### config.mk
export PLATFORM = sky130hd
export DESIGN_NAME = lsu_mem_ctrl
export DESIGN_NICKNAME = d
export VERILOG_FILES = /design/src/rtl/lsu_mem_ctrl.sv
export SDC_FILE = /design/constraint.sdc
export NUM_CORES = 1
export LEC_CHECK = 0
export CORE_MARGIN = 2
export CORE_UTILIZATION = 50
export CTS_BUF_LIST = sky130_fd_sc_hd__clkbuf_4
export DETAILED_ROUTE_END_ITERATION = 10
export GPL_TIMING_DRIVEN = 1
export PLACE_DENSITY = 0.89
export SYNTH_ARGS = -nofsm -noshare
export SYNTH_HDL_FRONTEND = slang
export SYNTH_SLANG_ARGS = --single-unit
### constraint.sdc
create_clock -name clk -period 8.8 [get_ports clk]
set_input_delay 1.32 -clock clk [delete_from_list [all_inputs] [get_ports clk]]
set_output_delay 1.32 -clock clk [all_outputs]
set_load 0.03 [all_outputs]
### src/rtl/lsu_mem_ctrl.sv
// Load/store unit: decoder strobes to a req/ack data-memory port; done at least 2 cycles after start, mem_req held until mem_ack.
// Build option LSU_MISALIGN_TRAP_EN faults misaligned accesses instead of forcing natural alignment.
module lsu_mem_ctrl #(
  parameter int TIMEOUT_CYCLES = 255,
  parameter int XLEN           = 32
) (
  input  logic            clk,
  input  logic            rst,
  input  logic            start,
  input  logic            memread,
  input  logic            we,
  input  logic [2:0]      width,
  input  logic [XLEN-1:0] addr,
  input  logic [XLEN-1:0] wdata,
  output logic            busy,
  output logic            done,
  output logic            err,
  output logic [XLEN-1:0] rdata,
  output logic            mem_req,
  output logic            mem_we,
  output logic [XLEN-1:0] mem_addr,
  output logic [3:0]      mem_be,
  output logic [XLEN-1:0] mem_wdata,
  input  logic [XLEN-1:0] mem_rdata,
  input  logic            mem_ack
);

  localparam int CW = (TIMEOUT_CYCLES > 0) ? $clog2(TIMEOUT_CYCLES + 1) : 1;
  localparam logic [CW-1:0] TO_LAST = CW'((TIMEOUT_CYCLES > 0) ? TIMEOUT_CYCLES - 1 : 0);

  typedef enum logic [1:0] {IDLE, ACCESS, DONE} state_e;

  state_e          state_q;
  logic            busy_q, done_q, err_q, flt_q;
  logic            mem_req_q, mem_we_q;
  logic [XLEN-1:0] rdata_q, mem_addr_q, mem_wdata_q;
  logic [3:0]      mem_be_q;
  logic [2:0]      width_q;
  logic [1:0]      lo_q;
  logic [CW-1:0]   cnt_q;

  logic            bad_width, fault;
  logic [1:0]      lo_d;
  logic [3:0]      be_d;
  logic [XLEN-1:0] wdata_d, ld_ext;
  logic [7:0]      lane_b;
  logic [15:0]     lane_h;
`ifdef LSU_MISALIGN_TRAP_EN
  logic            misal;
`endif

  // Request decode: legality, effective lane offset, byte enables and lane-replicated store data.
  always_comb begin
    case (width)
      3'b000, 3'b001, 3'b010: bad_width = 1'b0;
      3'b100, 3'b101:         bad_width = we;
      default:                bad_width = 1'b1;
    endcase
    fault = (memread && we) || bad_width;
`ifdef LSU_MISALIGN_TRAP_EN
    misal = ((width[1:0] == 2'b01) && addr[0]) || ((width == 3'b010) && (addr[1:0] != 2'b00));
    fault = fault || misal;
`endif
    lo_d = addr[1:0];
    if (width[1:0] == 2'b01) lo_d[0] = 1'b0;
    if (width == 3'b010)     lo_d    = 2'b00;
    be_d    = 4'b1111;
    wdata_d = '0;
    if (we) begin
      wdata_d = wdata;
      case (width[1:0])
        2'b00: begin
          be_d    = 4'b0001 << lo_d;
          wdata_d = {4{wdata[7:0]}};
        end
        2'b01: begin
          be_d    = 4'b0011 << {lo_d[1], 1'b0};
          wdata_d = {2{wdata[15:0]}};
        end
        default: ;
      endcase
    end
  end

  always_comb begin
    lane_b = mem_rdata[{lo_q, 3'b000} +: 8];
    lane_h = mem_rdata[{lo_q[1], 4'b0000} +: 16];
    case (width_q)
      3'b000:  ld_ext = {{24{lane_b[7]}}, lane_b};
      3'b100:  ld_ext = {24'h000000, lane_b};
      3'b001:  ld_ext = {{16{lane_h[15]}}, lane_h};
      3'b101:  ld_ext = {16'h0000, lane_h};
      default: ld_ext = mem_rdata;
    endcase
  end

  always_ff @(posedge clk or posedge rst) begin
    if (rst) begin
      state_q     <= IDLE;
      busy_q      <= 1'b0;
      done_q      <= 1'b0;
      err_q       <= 1'b0;
      flt_q       <= 1'b0;
      rdata_q     <= '0;
      mem_req_q   <= 1'b0;
      mem_we_q    <= 1'b0;
      mem_addr_q  <= '0;
      mem_be_q    <= '0;
      mem_wdata_q <= '0;
      width_q     <= '0;
      lo_q        <= '0;
      cnt_q       <= '0;
    end else begin
      done_q <= 1'b0;
      case (state_q)
        IDLE: begin
          if (start && (memread || we)) begin
            busy_q  <= 1'b1;
            width_q <= width;
            lo_q    <= lo_d;
            cnt_q   <= '0;
            flt_q   <= fault;
            state_q <= ACCESS;
            // A faulting request spends its ACCESS cycle without touching memory.
            if (!fault) begin
              mem_req_q   <= 1'b1;
              mem_we_q    <= we;
              mem_addr_q  <= {addr[XLEN-1:2], 2'b00};
              mem_be_q    <= be_d;
              mem_wdata_q <= wdata_d;
            end
          end
        end
        ACCESS: begin
          if (flt_q) begin
            done_q  <= 1'b1;
            err_q   <= 1'b1;
            rdata_q <= '0;
            state_q <= DONE;
          end else if (mem_ack) begin
            mem_req_q <= 1'b0;
            done_q    <= 1'b1;
            err_q     <= 1'b0;
            rdata_q   <= mem_we_q ? '0 : ld_ext;
            state_q   <= DONE;
          end else if ((TIMEOUT_CYCLES != 0) && (cnt_q == TO_LAST)) begin
            mem_req_q <= 1'b0;
            done_q    <= 1'b1;
            err_q     <= 1'b1;
            rdata_q   <= '0;
            state_q   <= DONE;
          end else begin
            cnt_q <= cnt_q + 1'b1;
          end
        end
        default: begin
          busy_q  <= 1'b0;
          state_q <= IDLE;
        end
      endcase
    end
  end

  assign busy      = busy_q;
  assign done      = done_q;
  assign err       = err_q;
  assign rdata     = rdata_q;
  assign mem_req   = mem_req_q;
  assign mem_we    = mem_we_q;
  assign mem_addr  = mem_addr_q;
  assign mem_be    = mem_be_q;
  assign mem_wdata = mem_wdata_q;

endmodule

-- Yosys cells after proc, flatten, opt, wreduce, memory -nomap -nowiden
Index checks and enable logic that the tools add are counted.
- flip-flop bits (word level): 119
- latch bits: 0
- bits in writable memories: 0
- memory bits (read-only): 0
- bits of input ports: 105
- output and inout port bits: 105
- word-level logic and storage cells: 94
- memories: 0
- add/subtract/negate cells: 1
- $mul: 0
- divide/modulo/power cells: 0
- $lt $le $gt $ge: 0
- eq/ne operators: 17
- shifts and indexed selects: 4
- multiplexer cells: 37
- bitwise logic cells: 2
- reduce and logical (&&, ||, !) cells: 19
- operators with widths (kind ; number):
    32-bit two-way mux ; 5
    32-bit case mux with 4 select lines ; 1
    32-bit case mux with 2 select lines ; 1
    8-bit two-way mux ; 4
    32-bit by 6-bit variable part select with 16-bit output ; 1
    32-bit by 6-bit variable part select with 8-bit output ; 1
    8-bit case mux with 2 select lines ; 1
    1-bit two-way mux ; 14
    3-bit equality test, second input constant ; 4
    2-bit two-way mux ; 5
    2-bit != test, second input constant ; 5
    5-bit AND reduction ; 2
    8-bit by 1-bit adder with 8-bit output, second input constant ; 1
    8-bit equality test, second input constant ; 1
    4-bit case mux with 2 select lines ; 1
    2-bit AND reduction ; 4
    3-bit by 1-bit equality test with 1-bit output, second input constant ; 2
    3-bit zero test ; 2
    1-bit case mux with 2 select lines ; 3
    2-bit by 1-bit equality test with 1-bit output, second input constant ; 2
    2-bit zero test ; 2
    4-bit two-way mux ; 1
    4-bit != test, second input constant ; 1
    2-bit case mux with 2 select lines ; 1
    other kinds (12) ; 15

-- Depth between registers and ports, before layout
- depth in word-level cells: 7
- depth in mapped cells: 7
- depth with buffers taken out: 7

-- Worst setup path after synthesis
OpenSTA, ideal clock, no wires.
- kind: input -> register
- start: input port we
- end: register mem_addr_q[10], in the netlist mem_addr[10]
- arrival: 2.612 ns
- data required time: 8.672 ns
- setup slack: 6.060 ns
- stages: 6
- path through: buf_2 -> or2_1 -> nand3b_1 -> nor2_2 -> buf_2 -> mux2_1
- word-level cells in the longest chain between the ends: 4
- elaborated cells on any way between the ends: 7
- RTL lines (item ; RTL line ; source):
    start: declaration ; 11 ; input logic we,
    1-bit case mux with 2 select lines or 1-bit logical AND (tied branches) ; 54, 59 ;
    1-bit logical OR ; 59 ; fault = (memread && we) || bad_width;
    1-bit NOT (no source line) ; -- ;
    3-bit AND reduction (no source line) * ; -- ;
    end signal: assignment ; 128 ; mem_addr_q <= {addr[XLEN-1:2], 2'b00};
    end: declaration ; 36 ; logic [XLEN-1:0] rdata_q, mem_addr_q, mem_wdata_q;
Mark *: on every way between the ends. The rest lies on a longest branch, timed or not.
A chain may end at the register's enable or synchronous reset.

-- Worst setup path in the final report
- start: input port we
- end: register mem_addr_q[14], in the netlist mem_addr[14]
Same word-level chain as after synthesis.

==> metrics <==
crit end category=flop; unrepaired setup endpoints after global routing=false; Layout area overhead=42.8%; worst hold stages=1; CP max stage cell=clkdlybuf4s50_1; Routed WL=between 15 and 20 mm; Gate Count Post-Synth=roughly 510; antenna violations before repair=0; Buf+Inv Stages, Crit Path=1; layout cells sized above 1=0.0682; hold slack=492 ps; gpl congestion=just over 0.9; #FFs+latches synth=between 100 and 150; DRT iter0 DRCs=385; Seq/Total Area, Yosys=0.522; first-pass detailed-route iteration total=5; commonest non-fill, non-tap cell in the layout=clkdlybuf4s50_1; Final Setup Violations=0; P per Cell Area=roughly 300 nW/um^2; antenna cells=0; CTS tree=done; top_reg_cell synth=dfrtp_1; largest area contributor in the netlist=dfrtp_1; CP delay by family, top=simple AND/OR/NAND/NOR gates; Port Buf Inserts=approximately 210; largest net degree at the start of global routing=a little under 70; die area=roughly 12,000 sq um; final hold viol count=0; vias in the first global route=5,183; I/O pins=210; fin. max-slew vios=0; ranking of synthesized cells by area=dfrtp_1, mux2_1, nand2_1; Die W=approximately 110 um; vias=5,098; Mapped Area=5700 sq um; CP max FO=45; net count of the finished layout=between 800 and 900; critical path depth=5; FP Rows=38; TritonCTS buffer count=17; Tcrit/Tclk final=0.458; peak supply drop=approximately 220 uV; clock latency on the worst-skew pair=approximately 530 ps; post-route ant nets=0; min-delay worst type=flop to flop; CTS Hold Bufs=0; most frequent cells in the layout=clkdlybuf4s50_1, dfrtp_1, nand2_1, mux2_1, o21ai_0; Tmin final=between 4000 and 5000 ps; syn_area_per_cell=between 10 and 15 sq um; clock skew=14.3 ps; CTS sink count=approximately 120; Tightest Pin Transition=~1300 ps; CP Class=input pin to flop; postcts setup bufs=0; status=finished clean; Setup TNS Final=0 ps; FFs w/ async S/R, synth=1.00; Max clock buf depth=2; critical-path cell list=clkdlybuf4s50_1 -> or2_1 -> nand3b_1 -> nor2_4 -> mux2_1; synth unique cells=50; die height=~110 um; Post-synth EDFFs=0; Avg WL per Cell=roughly 19 um; Overflow after GRT=0; GRT Resource Usage Total=0.270; worst reg-to-reg path cell count=7; area share of the largest cell type after synthesis=0.522; Static Leak=between 0.003 and 0.004 uW; Core ar.=between 10,000 and 15,000 sq um; H-tree levels=4; Resize count post-CTS=0; CP Launch Type=input pin; clock root buffer=clkbuf_4; Vias/cell=just under 6; worst rel slew slack=0.160; dpl hpwl=11.6 mm; starting density of the core=0.519; Worst Path Required=9220 ps; # DRC=0; MaxCap Viol Count=0; CTS clk-pin slew, worst paths=100 ps; fmax=~250 MHz; CP max stage delay=around 1300 ps; CP arrival=4450 ps; first-pass GRT wire length=around 26 mm; Synth Warn #=0
## power by group
part	internal [uW]	total, uW	switching, uW
logic	488	1140	650
registers	731	873	142
clock network	259	459	200
## final timing paths
check,start,endpoint,slack [ps]
worst max register to register,cnt_q[0]$_DFFE_PP0P_,rdata[0]$_DFFE_PP0P_,6110
worst min register to register,mem_addr[21]$_DFFE_PP0P_,mem_addr[21]$_DFFE_PP0P_,490
min in group asynchronous,rst,rdata[16]$_DFFE_PP0P_,1230
worst max-delay path,we,mem_addr[14]$_DFFE_PP0P_,4770
max in group asynchronous,rst,rdata[0]$_DFFE_PP0P_,6270
worst min-delay path,mem_addr[21]$_DFFE_PP0P_,mem_addr[21]$_DFFE_PP0P_,490
## sequential cells by signal, summed over array words and instances, names as in the netlist
register / count
done: 1
flt_q: 1
mem_req: 1
mem_wdata: 32
width_q: 3
mem_be: 4
err: 1
rdata: 32
busy: 1
mem_we: 1
state_q: 2
lo_q: 2
cnt_q: 8
mem_addr: 30
## worst register-to-register path: stages (launching register included)
cell	delay (ps)
dfrtp_1	440
inv_1	70
ha_1	190
nand3_1	120
o21bai_2	150
o21ai_2	910
inv_2	300
mux2_1	400
## area by class of cell
class / instances / area [sq um]
clock inverters: 11 / 180
clock buffers: 20 / 150
fillers: 738 / 2840
well taps: 140 / 175
multi-input cells: 340 / 2490
inverters: 17 / 66.3
repair buffers: 211 / 2100
flip-flops and latches: 119 / 2980
## synth_stat cells, types with 2 or more instances
| cell | count |
|---|---|
| nand2b_1 | 3 |
| nor2b_1 | 5 |
| buf_4 | 3 |
| a22oi_1 | 2 |
| buf_2 | 8 |
| ha_1 | 2 |
| or3_1 | 2 |
| a22o_1 | 8 |
| o211ai_1 | 4 |
| nand3_1 | 2 |
| nand2_1 | 61 |
| o21ai_0 | 42 |
| clkbuf_1 | 22 |
| a21boi_0 | 8 |
| mux2_2 | 5 |
| dfrtp_1 | 119 |
| o21ai_1 | 15 |
| o22ai_1 | 7 |
| o221ai_1 | 7 |
| nor2_1 | 8 |
| inv_1 | 15 |
| a21oi_1 | 14 |
| or4_1 | 3 |
| a221oi_1 | 7 |
| a221o_1 | 16 |
| buf_1 | 4 |
| inv_2 | 2 |
| mux2i_1 | 17 |
| nand4_1 | 3 |
| mux2_1 | 55 |
| o31ai_1 | 26 |
## cell families after synthesis
family / after synthesis / synth area share
fa+ha+maj: 2 / 0.00439
simple gates: 95 / 0.0784
mux: 77 / 0.148
xor+xnor: 1 / 0.00154
buf+inv: 56 / 0.0428
compound gates: 163 / 0.201
flops: 119 / 0.522
other cells: 1 / 0.000658
## per-stage QoR
step | setup slack, ps | total power, uW | instances | utilization | instance area (sq um)
after CTS | 4860 | 2480 | 858 | 0.741 | 8140
after detailed placement | 4270 | 2010 | 827 | 0.711 | 7810
final | 4770 | 2470 | 858 | 0.741 | 8140
after global placement | 4370 | 1980 | 827 | 0.711 | 7810
after global routing | 4580 | 2590 | 858 | 0.741 | 8140
after floorplan | 4320 | 1510 | 515 | - | 5700
## layer usage
metal | vias to the layer above | share of wire | wire length, um | global-route usage
met4 | 0 | 0.033 | 535 | 0.121
met3 | 46 | 0.092 | 1510 | 0.0787
met1 | 2447 | 0.39 | 6360 | 0.330
met2 | 318 | 0.49 | 7950 | 0.444
li1 | 2287 | - | - | -
met5 | - | 0 | 0 | 0
Note: power is estimated with default switching activity, not from simulation.
